## src/rtl/bus_resp_8086.sv

```systemverilog
// 8086 minimum-mode bus slave: decodes a latched address window and bridges
// the cycle to a simple req/ack local memory port. `BUS_RESP_TIMEOUT_EN adds an ACCESS timeout.
module bus_resp_8086 #(
  parameter logic [19:0] BASE_ADDR = 20'h00000,
  parameter logic [19:0] ADDR_MASK = 20'hF0000,
  parameter bit          IO_SPACE  = 1'b0
) (
  input  logic        clk,
  input  logic        rst,
  input  logic        ale,
  input  logic [15:0] addr_data_in,
  input  logic [3:0]  addr_status_n,
  input  logic        bhe_n,
  input  logic        rd_n,
  input  logic        wr_n,
  input  logic        m_io_n,
  input  logic        den_n,
  output logic [15:0] addr_data_out,
  output logic        addr_data_oe,
  output logic        ready,
  output logic        mem_req,
  output logic        mem_we,
  output logic [18:0] mem_addr,
  output logic [1:0]  mem_be,
  output logic [15:0] mem_wdata,
  input  logic [15:0] mem_rdata,
  input  logic        mem_ack,
  output logic        bus_err,
  output logic [2:0]  dbg_state
);

  typedef enum logic [2:0] {S_IDLE, S_LATCHED, S_ACCESS, S_RDRIVE, S_WHOLD} state_e;

  state_e      state_q, state_d;
  logic [19:0] lat_addr_q, lat_addr_d;
  logic        lat_bhe_n_q, lat_bhe_n_d;
  logic        lat_mio_q, lat_mio_d;
  logic        mem_we_q, mem_we_d;
  logic [18:0] mem_addr_q, mem_addr_d;
  logic [1:0]  mem_be_q, mem_be_d;
  logic [15:0] mem_wdata_q, mem_wdata_d;
  logic [15:0] rdata_q, rdata_d;
  logic        sel;
  logic [1:0]  lane_be;
  logic        timeout;

  assign sel     = (((lat_addr_q ^ BASE_ADDR) & ADDR_MASK) == 20'h0) && (lat_mio_q == !IO_SPACE);
  assign lane_be = {~lat_bhe_n_q, ~lat_addr_q[0]};

`ifdef BUS_RESP_TIMEOUT_EN
  logic [6:0] cnt_q, cnt_d;
  // cnt_q holds (ACCESS cycle number - 1), so the 64th cycle sees 63.
  assign timeout = (state_q == S_ACCESS) && !mem_ack && (cnt_q == 7'd63);
  assign cnt_d   = (state_q == S_ACCESS) ? cnt_q + 7'd1 : 7'd0;
  always_ff @(posedge clk) begin
    if (!rst) cnt_q <= 7'd0;
    else      cnt_q <= cnt_d;
  end
`else
  assign timeout = 1'b0;
`endif

  always_comb begin
    state_d     = state_q;
    lat_addr_d  = lat_addr_q;
    lat_bhe_n_d = lat_bhe_n_q;
    lat_mio_d   = lat_mio_q;
    mem_we_d    = mem_we_q;
    mem_addr_d  = mem_addr_q;
    mem_be_d    = mem_be_q;
    mem_wdata_d = mem_wdata_q;
    rdata_d     = rdata_q;
    case (state_q)
      S_IDLE, S_LATCHED: begin
        if (ale) begin
          lat_addr_d  = {addr_status_n, addr_data_in};
          lat_bhe_n_d = bhe_n;
          lat_mio_d   = m_io_n;
          state_d     = S_LATCHED;
        end else if (state_q == S_LATCHED) begin
          if (!sel) begin
            state_d = S_IDLE;
          end else if (!rd_n || !wr_n) begin
            // A read strobe wins when both strobes are low.
            mem_we_d   = rd_n;
            mem_addr_d = lat_addr_q[19:1];
            mem_be_d   = lane_be;
            if (rd_n) mem_wdata_d = addr_data_in;
            if (lane_be == 2'b00) begin
              rdata_d = 16'hFFFF;
              state_d = rd_n ? S_WHOLD : S_RDRIVE;
            end else begin
              state_d = S_ACCESS;
            end
          end
        end
      end
      S_ACCESS: begin
        if (mem_ack) begin
          if (!mem_we_q) rdata_d = mem_rdata;
          state_d = mem_we_q ? S_WHOLD : S_RDRIVE;
        end else if (timeout) begin
          rdata_d = 16'hFFFF;
          state_d = mem_we_q ? S_WHOLD : S_RDRIVE;
        end
      end
      S_RDRIVE: if (rd_n) state_d = S_IDLE;
      S_WHOLD:  if (wr_n) state_d = S_IDLE;
      default:  state_d = S_IDLE;
    endcase
  end

  always_ff @(posedge clk) begin
    if (!rst) begin
      state_q     <= S_IDLE;
      lat_addr_q  <= 20'h0;
      lat_bhe_n_q <= 1'b1;
      lat_mio_q   <= 1'b0;
      mem_we_q    <= 1'b0;
      mem_addr_q  <= 19'h0;
      mem_be_q    <= 2'b00;
      mem_wdata_q <= 16'h0;
      rdata_q     <= 16'h0;
    end else begin
      state_q     <= state_d;
      lat_addr_q  <= lat_addr_d;
      lat_bhe_n_q <= lat_bhe_n_d;
      lat_mio_q   <= lat_mio_d;
      mem_we_q    <= mem_we_d;
      mem_addr_q  <= mem_addr_d;
      mem_be_q    <= mem_be_d;
      mem_wdata_q <= mem_wdata_d;
      rdata_q     <= rdata_d;
    end
  end

  assign mem_req       = (state_q == S_ACCESS);
  assign ready         = !mem_req;
  assign mem_we        = mem_we_q;
  assign mem_addr      = mem_addr_q;
  assign mem_be        = mem_be_q;
  assign mem_wdata     = mem_wdata_q;
  assign addr_data_oe  = (state_q == S_RDRIVE) && !rd_n && !den_n;
  assign addr_data_out = addr_data_oe ? rdata_q : 16'h0000;
  assign bus_err       = timeout;
  assign dbg_state     = state_q;

endmodule
```

## config.mk

```make
export PLATFORM = sky130hd
export DESIGN_NAME = bus_resp_8086
export DESIGN_NICKNAME = d
export VERILOG_FILES = /design/src/rtl/bus_resp_8086.sv
export SDC_FILE = /design/constraint.sdc
export NUM_CORES = 1
export LEC_CHECK = 0
export BUFFER_PORTS_ARGS = -buffer_cell sky130_fd_sc_hd__buf_2
export CORE_MARGIN = 3
export CORE_UTILIZATION = 44
export CTS_CLUSTER_DIAMETER = 200
export CTS_CLUSTER_SIZE = 28
export DETAILED_ROUTE_END_ITERATION = 10
export GPL_ROUTABILITY_DRIVEN = 0
export PLACE_DENSITY = 0.75
export SETUP_SLACK_MARGIN = 0.1
export SLEW_MARGIN = 40
export SYNTH_ARGS = -nofsm -noshare
export SYNTH_HDL_FRONTEND = slang
export SYNTH_SLANG_ARGS = --single-unit
```

## constraint.sdc

```tcl
create_clock -name clk -period 1.9 [get_ports clk]
set_clock_uncertainty 0.05 [all_clocks]
set_input_delay 0.095 -clock clk [delete_from_list [all_inputs] [get_ports clk]]
set_output_delay 0.095 -clock clk [all_outputs]
set_load 0.05 [all_outputs]
```

Word level (Yosys, flattened, before mapping)
Cells that the tools add are included.
Widths: inputs -> output; s select.
{ "word_totals": {"ff_bits": 79, "latchBits": 0, "mem_bits_rw": 0, "romBits": 0, "inputBits": 45, "output_inout_bits": 61, "elab_cells": 65, "n_memories": 0} }
{ "classes": {"n_addsub": 0, "multipliers": 0, "div": 0, "order_cmp": 0, "eq_ne": 15, "n_shift": 0, "mux": 20, "n_bitwise": 3, "n_reduce_logical": 18} }
{ "ops": {"columns": ["op", "count"], "rows": [
  ["$mux 16", 8],
  ["$pmux 16 s2", 1],
  ["$mux 3", 10],
  ["$logic_not 20->1", 1],
  ["$ne 2x2->1 const B", 8],
  ["$pmux 3 s4", 1],
  ["$reduce_and 5->1", 2],
  ["$reduce_and 8->1", 1],
  ["$eq 3x2->1 const B", 2],
  ["$reduce_and 6->1", 1],
  ["$logic_not 1->1", 4],
  ["$ne 4x4->1 const B", 1],
  ["$eq 3x1->1 const B", 1],
  ["$eq 3x3->1 const B", 1],
  ["$logic_and 1x1->1", 3],
  ["$logic_not 3->1", 1],
  ["$ne 3x3->1 const B", 1],
  ["$not 1->1", 3],
  ["$logic_not 2->1", 1],
  ["$ne 2x1->1 const B", 1],
  ["$reduce_and 2->1", 1],
  ["$reduce_bool 2->1", 1],
  ["$reduce_or 2->1", 1],
  ["$logic_or 1x1->1", 1]
]} }

Depth between registers and ports, before layout
Gate-level depths: netlist of run 1.
{ "depth": {"depth_word": 8, "depth_mapped": 8, "mapped_depth_nobuf": 5} }

Worst setup path after synthesis of run 1
Ideal clock, no wire load.
{ "synth_timing": {"path_type": "flip-flop to flip-flop", "from": "register state_q[1], in the netlist dbg_state[1]", "to": "register rdata_q[0]", "setup_time_ns": 0.119, "arrival_time_ns": 2.470, "t_required_ns": 1.731, "path_slack_ns": -0.739, "stages_incl_launch_ff": 7, "n_path_buf": 2, "period_less_slack_ns": 2.639, "path_cell_list": "dfxtp_1 > buf_6 > nand2b_1 > nor2_1 > nand2_1 > clkbuf_1 > o221a_2"} }
{ "synth_via": {"elab_cells_between_ends": 14, "cone_classes": "9 x eq/ne; 1 x mux; 4 x reduce/logical"} }
{ "synth_lines": {"columns": ["element", "line", "rtl"], "rows": [
  ["start: declaration", "34", "state_e state_q, state_d;"],
  ["start signal: assignment", "125", "state_q <= state_d;"],
  ["$eq 3x2->1 *", null, null],
  ["via mem_req", "21", "output logic mem_req,"],
  ["$ne 2x2->1 (no source line), or another cell as far along", null, null],
  ["$reduce_and 8->1 (no source line)", null, null],
  ["end signal: assignment", "133", "rdata_q <= rdata_d;"],
  ["end: declaration", "42", "logic [15:0] rdata_q, rdata_d;"]
]} }
Mark *: on every way through the listed nets, which the timed path passes. The rest lies on a longest branch.
A chain may end at the register's enable or synchronous reset.

Worst setup path in the final report of run 1
{ "layout_timing": {"from": "register state_q[1], in the netlist dbg_state[1]", "to": "register mem_wdata_q[12], in the netlist mem_wdata[12]"} }
{ "layout_via": {"elab_chain_cells": 3, "elab_cells_between_ends": 4, "cone_classes": "1 x eq/ne; 3 x reduce/logical"} }
{ "layout_lines": {"columns": ["element", "line", "rtl"], "rows": [
  ["$eq 3x1->1 / $logic_not 3->1 (equally long branches)", "73, 80", null],
  ["$reduce_or 2->1", "73", "case (state_q)"],
  ["$reduce_and 6->1 (no source line) *", null, null],
  ["end signal: assignment", "132", "mem_wdata_q <= mem_wdata_d;"],
  ["end: declaration", "41", "logic [15:0] mem_wdata_q, mem_wdata_d;"]
]} }
Every way passes the cells marked *; elsewhere a longest branch is shown, timed or not.

==> results.yml, run 1 <==
final_layout:
  fin_cells: 555
  final_layout_size_suffix_gt1_share_pct: 39.3
  antenna_cells: 0
  num-fill-cells: 483
  num-nets-final: 518
  area_growth_pct: 52.1
logic_synthesis:
  ys_top_cells_by_area: "dfxtp_1, mux2i_1, nand2_1"
  yosys.area.top_type: "dfxtp_1"
  syn_nets: 364
  netlist.area_leader.share_pct: 52.1
  ys.flop_type: "dfxtp_1"
  synthCells: 319
  ys_top_cells_by_count: "dfxtp_1, nand2_1, nor2_1"
  ys_seq_elements: 79
  ys_types: 33
  syn_area_mm2: 0.00303
  synth-edff-count: 0
  syn_avg_cell_area_um2: 9.51
  ys_warn_count: 0
  async_reset_ff_share_pct: 0
  synth.most_common_cell: "dfxtp_1"
  ys_seq_area_share_pct: 52.1
floorplan:
  die_width_um: 89.0
  dieHeight_um: 89.0
  num_io_pins: 106
  core_area_mm2: 0.00653
  start_util_pct: 46.4
  dieArea_mm2: 0.00793
  fp-row-count: 29
timing:
  hold_ws_ns: 0.0766
  slew_violations: 0
  hold_violations: 0
  finalCritPeriodShare_pct: 99.3
  fin_ws_ns: 0.0131
  min_period_ns: 1.89
  finalSetupViolCount: 0
  max_freq_ghz: 0.530
  rsz0062_at_grt: "true"
  slew_headroom_pct: 61.4
  worst_pin_slew_ns: 0.579
placed_design:
  dp_slack_ns: 0.102
  hpwl_um: 4810
  numPortBuffers: 104
  placed_cells: 484
global_route:
  gr-total-overflow: 0
  grt_pass1_vias: 2769
  track_usage_pct: 20.8
  grt_max_degree: 59
  grt_pass1_wl_um: 12800
  antenna_found_initial: 0
cts:
  clk_latency_ns: 0.33
  clockBufferDepth: 2
  cts_buffers: 9
  cts-root-buf: "clkbuf_8"
  clock-sinks: 79
  htree_levels: 3
  cts_tree: "done"
  path_clk_slew_ns: 0.08
setup_path:
  cp.arrival_ns: 2.04
  rrSetupSlack_ns: 0.01
  cpMaxStageDelayCell: "or3_4"
  slowest_delay_ns: 0.46
  cpLargestDelayFamily: "simple AND/OR/NAND/NOR gates"
  crit_path_end_kind: "flop"
  worst-path-buf-inv: 2
  crit_path_start_kind: "flop"
  crit_chain: "buf_6 > nor4_4 > nand2_1 > or3_4 > clkbuf_16 > mux2i_1 > nor2_1"
  timing.rr.start: "dbg_state[1]"
  required_ns: 2.06
  path_class: "reg2reg"
  crit_fanout: 8
  rr_endpoint: "mem_wdata[12]"
  worst_r2r_path_depth: 7
route:
  drtIter0Drc: 134
  wire_per_inst_um: 15.2
  avgViaCountPerCell: 5.06
  antenna_left: 0
  wl_met2_um: 4250
  top_layer_used: "met4"
  vias: 2808
  drtPass1Iterations: 4
  post-route-drc-count: 0
  wl_met3_um: 582
  m1WireLength_um: 3470
  wl_um: 8410
hold_path:
  worstHoldStart: "rst"
  holdPathStages: 2
  hold_path.class: "in2reg"
  holdPathEnd: "lat_bhe_n_q"
job:
  cap_violations: 0
pwr:
  cellPowerDensity_mw_per_mm2: 754
  vdd.ir_drop.worst_mv: 0.524
  leakagePower_nw: 2.28
outcome:
  status: "completed"
-- routing by layer --
metal | track usage (%) | up-vias
li1 | - | 1405
met4 | 7.04 | 0
met3 | 5.16 | 11
met1 | 23.6 | 1284
met2 | 38.0 | 108
met5 | 0 | -
-- state kept, by name, summed over array words and instances, names as in the netlist --
signal	count
dbg_state	3
mem_addr	19
rdata_q	16
mem_we	1
lat_addr_q	20
mem_wdata	16
lat_bhe_n_q	1
lat_mio_q	1
mem_be	2
-- cells by family after synthesis --
| kind of cell | Yosys count | share of synthesized area (%) |
|---|---|---|
| AOI/OAI and AO/OA | 53 | 13.2 |
| buffers and inverters | 28 | 4.46 |
| DFF | 79 | 52.1 |
| muxes | 32 | 10.6 |
| other | 1 | 0.124 |
| and+or+nand+nor | 126 | 19.6 |
-- repair_timing --
item	CTS	global route
buffers inserted	5	8
hold buffers	38	0
endpoints found under the hold margin	54	0
cloned	2	2
pin swaps	16	6
endpoints found under the setup margin	18	51
gates resized for setup	66	10
-- where the power goes --
part | internal, W | switching [W] | total [W]
sequential | 0.00172 | 0.0000520 | 0.00177
clock | 0.000649 | 0.000592 | 0.00124
combinational | 0.000222 | 0.000246 | 0.000468
total | 0.00259 | 0.000890 | 0.00348
-- metrics by stage --
stage               TNS [ns]  cell area, um2  total power, W  utilization (%)
finish                     0            4610         0.00348             70.6
global route          -0.481            4610         0.00363             70.6
CTS                        0            4470         0.00346             68.5
detailed placement         0            3650         0.00216             55.8
global placement           0            3650         0.00215             55.8
floorplan                  0            3110         0.00205                -
-- worst register-to-register path: cells and delay by family, from the launching register on --
family / cells / cell delay, ns
and+or+nand+nor: 4 / 0.89
DFF: 1 / 0.35
buffers and inverters: 2 / 0.32
muxes: 1 / 0.16
-- worst max path at each step --
stage	cells past startpoint	end	from
floorplan	8	mem_wdata[10]	dbg_state[2]
global placement	5	rdata_q[3]	lat_addr_q[16]
detailed placement	6	mem_wdata[9]	lat_addr_q[16]
CTS	5	addr_data_out[4]	dbg_state[2]
global route	7	mem_wdata[9]	dbg_state[1]
finish	7	mem_wdata[12]	dbg_state[1]
-- layout by cell type (no fill, tap or decap), drive strengths merged --
master,n
clkinv,3
nor4b,2
inv,4
a221o,1
o311ai,1
nor2,40
o2111ai,1
dlygate4sd3,38
a21oi,25
nand3,4
and3,4
o211ai,2
o21ai,1
conb,1
o221a,16
nor4,2
a211oi,2
nand2,52
dfxtp,79
nand2b,1
and2,16
a31oi,1
o211a,1
bufinv,1
buf,126
mux2i,32
nand4,2
or3,2
nor3,1
clkinvlp,1
clkbuf,14
o21bai,1
a21o,1
-- final cells by class --
class	count	area, um2	share of cell area [%]
Clock buffer	12	145	3.15
Clock inverter	4	55.1	1.19
Inverter	5	18.8	0.407
Multi-Input combinational cell	212	1400	30.4
Sequential cell	79	1590	34.5
Tap cell	77	96.3	2.09
Timing Repair Buffer	166	1300	28.2
(Power assumes the default switching activity.)
==> inputs of run 2 (changes only) <==
Settings changed: BUFFER_PORTS_ARGS -buffer_cell sky130_fd_sc_hd__buf_2 to -buffer_cell sky130_fd_sc_hd__buf_4.
==> results.yml, run 2 (synthesis gave the netlist of run 1 again) <==
pwr:
  cellPowerDensity_mw_per_mm2: 771
  leakagePower_nw: 2.29
  vdd.ir_drop.worst_mv: 0.464
cts:
  cts-root-buf: "clkbuf_8"
  cts_buffers: 9
  htree_levels: 3
  clk_latency_ns: 0.34
  cts_tree: "done"
  path_clk_slew_ns: 0.08
  clockBufferDepth: 2
  clock-sinks: 79
setup_path:
  crit_path_start_kind: "flop"
  required_ns: 2.08
  crit_path_end_kind: "flop"
  path_class: "reg2reg"
  crit_fanout: 5
  cp.arrival_ns: 2.02
final_layout:
  antenna_cells: 0
  largest_register_ffs: 20
  max_flop_register: "lat_addr_q"
  num-fill-cells: 461
  layout_commonest_cell: "buf_4"
  layout_common_cells: "buf_4, dfxtp_1, nand2_1"
  num-nets-final: 514
  final_layout_size_suffix_gt1_share_pct: 39.0
  area_growth_pct: 57.2
  post-route-cell-area_mm2: 0.00477
timing:
  hold_violations: 0
  finalSetupViolCount: 0
  finalSetupTns_ns: 0
  min_period_ns: 1.84
  rsz0062_at_grt: "true"
  max_freq_ghz: 0.542
  slew_violations: 0
  finalCritPeriodShare_pct: 97.0
  hold_ws_ns: 0.0159
placed_design:
  hpwl_um: 5080
  dpl_cell_area_mm2: 0.00393
  numPortBuffers: 104
route:
  drtIter0Drc: 141
  wl_um: 8310
  avgViaCountPerCell: 5.11
  drtPass1Iterations: 4
  top_layer_used: "met4"
  wl_met2_um: 4050
  post-route-drc-count: 0
  wire_per_inst_um: 15.1
  wl_met3_um: 608
  m1WireLength_um: 3530
  antenna_left: 0
  vias: 2804
global_route:
  grt_pass1_wl_um: 12700
  grt_pass1_vias: 2742
  track_usage_pct: 20.7
  grt_max_degree: 43
  gr-total-overflow: 0
  antenna_found_initial: 0
floorplan:
  fp-row-count: 29
  dieHeight_um: 89.0
  start_util_pct: 46.4
  core_area_mm2: 0.00653
  die_width_um: 89.0
  num_io_pins: 106
  dieArea_mm2: 0.00793
hold_path:
  hold_path.class: "in2reg"
outcome:
  status: "completed"
job:
  cap_violations: 0
[run 2: layer usage]
layer	global-route usage, %	up-vias
met5	0	-
met4	6.50	0
met3	7.47	13
met2	36.1	99
met1	23.7	1299
li1	-	1393
[run 2: worst max-delay path: stages (launching register included)]
cell and delay (ns):
dfxtp_4 0.38, buf_6 0.12, nor4_4 0.21, nand2_1 0.12, or3_4 0.44, clkbuf_16 0.18, mux2i_1 0.16, nor2_1 0.07
[run 2: what timing repair did]
action | CTS | global route
gates resized for setup | 26 | 8
setup buffers | 6 | 3
endpoints found under the setup margin | 16 | 50
gates cloned | 1 | 2
hold buffers | 38 | 0
endpoints found under the hold margin | 54 | 0
pin swaps | 7 | 5
[run 2: area by class of cell]
| class | count | area [um2] | area share [%] |
|---|---|---|---|
| clock buffer | 11 | 163 | 3.41 |
| clock inverter | 3 | 65.1 | 1.36 |
| inverter | 5 | 18.8 | 0.394 |
| multi-input combinational | 212 | 1390 | 29.1 |
| sequential | 79 | 1600 | 33.5 |
| tap | 77 | 96.3 | 2.02 |
| timing repair buffer | 162 | 1440 | 30.3 |
[run 2: worst paths after layout]
kind | depth (start not counted) | from | endpoint | slack, ns
setup / recovery | 7 | dbg_state[1] | mem_wdata[12] | 0.06
hold / removal | 2 | rst | lat_bhe_n_q | 0.02
setup reg to reg | 7 | dbg_state[1] | mem_wdata[12] | 0.06
hold reg to reg | 2 | lat_addr_q[4] | lat_addr_q[4] | 0.41
[run 2: per-stage QoR]
step | cells | setup WS, ns | utilization (%) | total power [W]
4_1_cts | 544 | 0.0569 | 71.5 | 0.00369
2_1_floorplan | 319 | 0.0210 | - | 0.00205
6_report | 549 | 0.0564 | 73.0 | 0.00368
3_5_place_dp | 485 | 0.119 | 60.1 | 0.00220
3_3_place_gp | 485 | 0.179 | 60.1 | 0.00219
5_1_grt | 549 | 0.00351 | 73.0 | 0.00382
[run 2: where the power goes]
group	leakage [nW]	internal (W)	switching [W]
Clock	0.116	0.000840	0.000573
Sequential	0.644	0.00172	0.0000535
Combinational	1.53	0.000250	0.000242
Total	2.29	0.00281	0.000869
==> inputs of run 3 (changes only) <==
Settings changed: CORE_MARGIN 3 to unset, CTS_CLUSTER_DIAMETER 200 to 120, RECOVER_POWER set to 50.
==> results.yml, run 3 (synthesis gave the netlist of run 1 again) <==
cts:
  cts_buffers: 9
  path_clk_slew_ns: 0.08
  clockBufferDepth: 2
  cts_tree: "done"
  cts-root-buf: "clkbuf_8"
  htree_levels: 3
  clock-sinks: 79
  clk_latency_ns: 0.34
pwr:
  cellPowerDensity_mw_per_mm2: 773
  leakagePower_nw: 2.14
  vdd.ir_drop.worst_mv: 0.693
  total_power_w: 0.00363
placed_design:
  placed_cells: 485
  hpwl_um: 4800
  dp_slack_ns: 0.106
  numPortBuffers: 104
timing:
  max_freq_ghz: 0.548
  finalSetupTns_ns: 0
  worst_pin_slew_ns: 0.641
  finalSetupViolCount: 0
  rsz0062_at_grt: "true"
  hold_violations: 0
  slew_violations: 0
  fin_ws_ns: 0.0757
  hold_ws_ns: 0.137
  finalCritPeriodShare_pct: 96.0
  min_period_ns: 1.82
  slew_headroom_pct: 57.4
global_route:
  grt_max_degree: 36
  grt_pass1_vias: 2787
  antenna_found_initial: 0
  grt_pass1_wl_um: 13200
  track_usage_pct: 23.3
  gr-total-overflow: 0
final_layout:
  max_flop_register: "lat_addr_q"
  largest_register_ffs: 20
  num-nets-final: 513
  layout_common_cells: "dfxtp_1, buf_4, nand2_1"
  antenna_cells: 0
  fin_cells: 550
  layout_commonest_cell: "dfxtp_1"
  final_layout_size_suffix_gt1_share_pct: 30.9
  area_growth_pct: 54.9
outcome:
  status: "completed"
hold_path:
  holdPathEnd: "dbg_state[1]"
  holdPathStages: 4
  hold_path.class: "in2reg"
  worstHoldStart: "rd_n"
setup_path:
  crit_path_end_kind: "output pin"
  rr_endpoint: "mem_wdata[4]"
  crit_path_start_kind: "flop"
  cp.arrival_ns: 1.68
  required_ns: 1.75
  rrSetupSlack_ns: 0.08
  crit_chain: "nand2b_4 > nor4b_4 > buf_4 > and2_4 > buf_8"
  cp_num_cells: 5
  crit_fanout: 4
  timing.rr.start: "dbg_state[1]"
  path_class: "reg2out"
  worst-path-buf-inv: 2
  worst_r2r_path_depth: 7
  cpLargestDelayFamily: "simple AND/OR/NAND/NOR gates"
  cpMaxStageDelayCell: "dfxtp_4"
  slowest_delay_ns: 0.35
route:
  drtPass1Iterations: 5
  m1WireLength_um: 3340
  wl_met3_um: 601
  drtIter0Drc: 116
  vias: 2830
  post-route-drc-count: 0
  wl_met2_um: 4070
  wire_per_inst_um: 14.8
  antenna_left: 0
  avgViaCountPerCell: 5.15
  top_layer_used: "met4"
  wl_um: 8130
floorplan:
  start_util_pct: 46.7
  core_area_mm2: 0.00649
  die_width_um: 85.0
  num_io_pins: 106
  dieArea_mm2: 0.00723
  dieHeight_um: 85.0
  fp-row-count: 29
job:
  cap_violations: 0
[run 3: through the flow]
step / utilization (%) / cell area, um2
2_1_floorplan: - / 3110
3_3_place_gp: 60.5 / 3930
3_5_place_dp: 60.5 / 3930
4_1_cts: 73.4 / 4760
5_1_grt: 72.3 / 4700
6_report: 72.3 / 4700
[run 3: timing repair]
item | in CTS | in global routing
setup buffers | 5 | 2
pin swaps | 16 | 5
hold buffers | 39 | 0
endpoints found under the hold margin | 54 | 0
setup endpoints to repair | 25 | 58
resized for setup | 52 | 10
gates cloned | 2 | 1
[run 3: how the worst max path moves through the flow]
stage	from	endpoint
finish	dbg_state[2]	addr_data_out[7]
global route	dbg_state[1]	dbg_state[2]
CTS	dbg_state[2]	addr_data_out[6]
detailed placement	lat_addr_q[16]	mem_wdata[13]
global placement	lat_addr_q[16]	rdata_q[2]
floorplan	dbg_state[2]	mem_wdata[10]
[run 3: layout make-up]
cell class,instances,area (um2)
clock buffers,11,141
clock inverters,5,81.3
fillers,512,1800
inverters,5,18.8
multi-input cells,212,1410
flip-flops and latches,79,1590
well taps,77,96.3
repair buffers,161,1360
[run 3: power by group]
group / internal (W) / switching (W) / total, W
clock: 0.000776 / 0.000588 / 0.00136
combinational: 0.000247 / 0.000248 / 0.000496
sequential: 0.00172 / 0.0000540 / 0.00177
[run 3: worst register-to-register path, stage by stage (launching register included)]
cell     delay (ns)
dfxtp_4        0.37
buf_12         0.14
nor4_4         0.25
nand2_2        0.10
or3_4          0.39
buf_12         0.17
mux2i_1        0.19
nor2_1         0.05
[run 3: per-layer routing]
| metal | global-route usage (%) | up-vias |
|---|---|---|
| met5 | 0 | - |
| met2 | 40.8 | 122 |
| met1 | 27.0 | 1302 |
| li1 | - | 1392 |
| met3 | 6.13 | 14 |
| met4 | 9.55 | 0 |
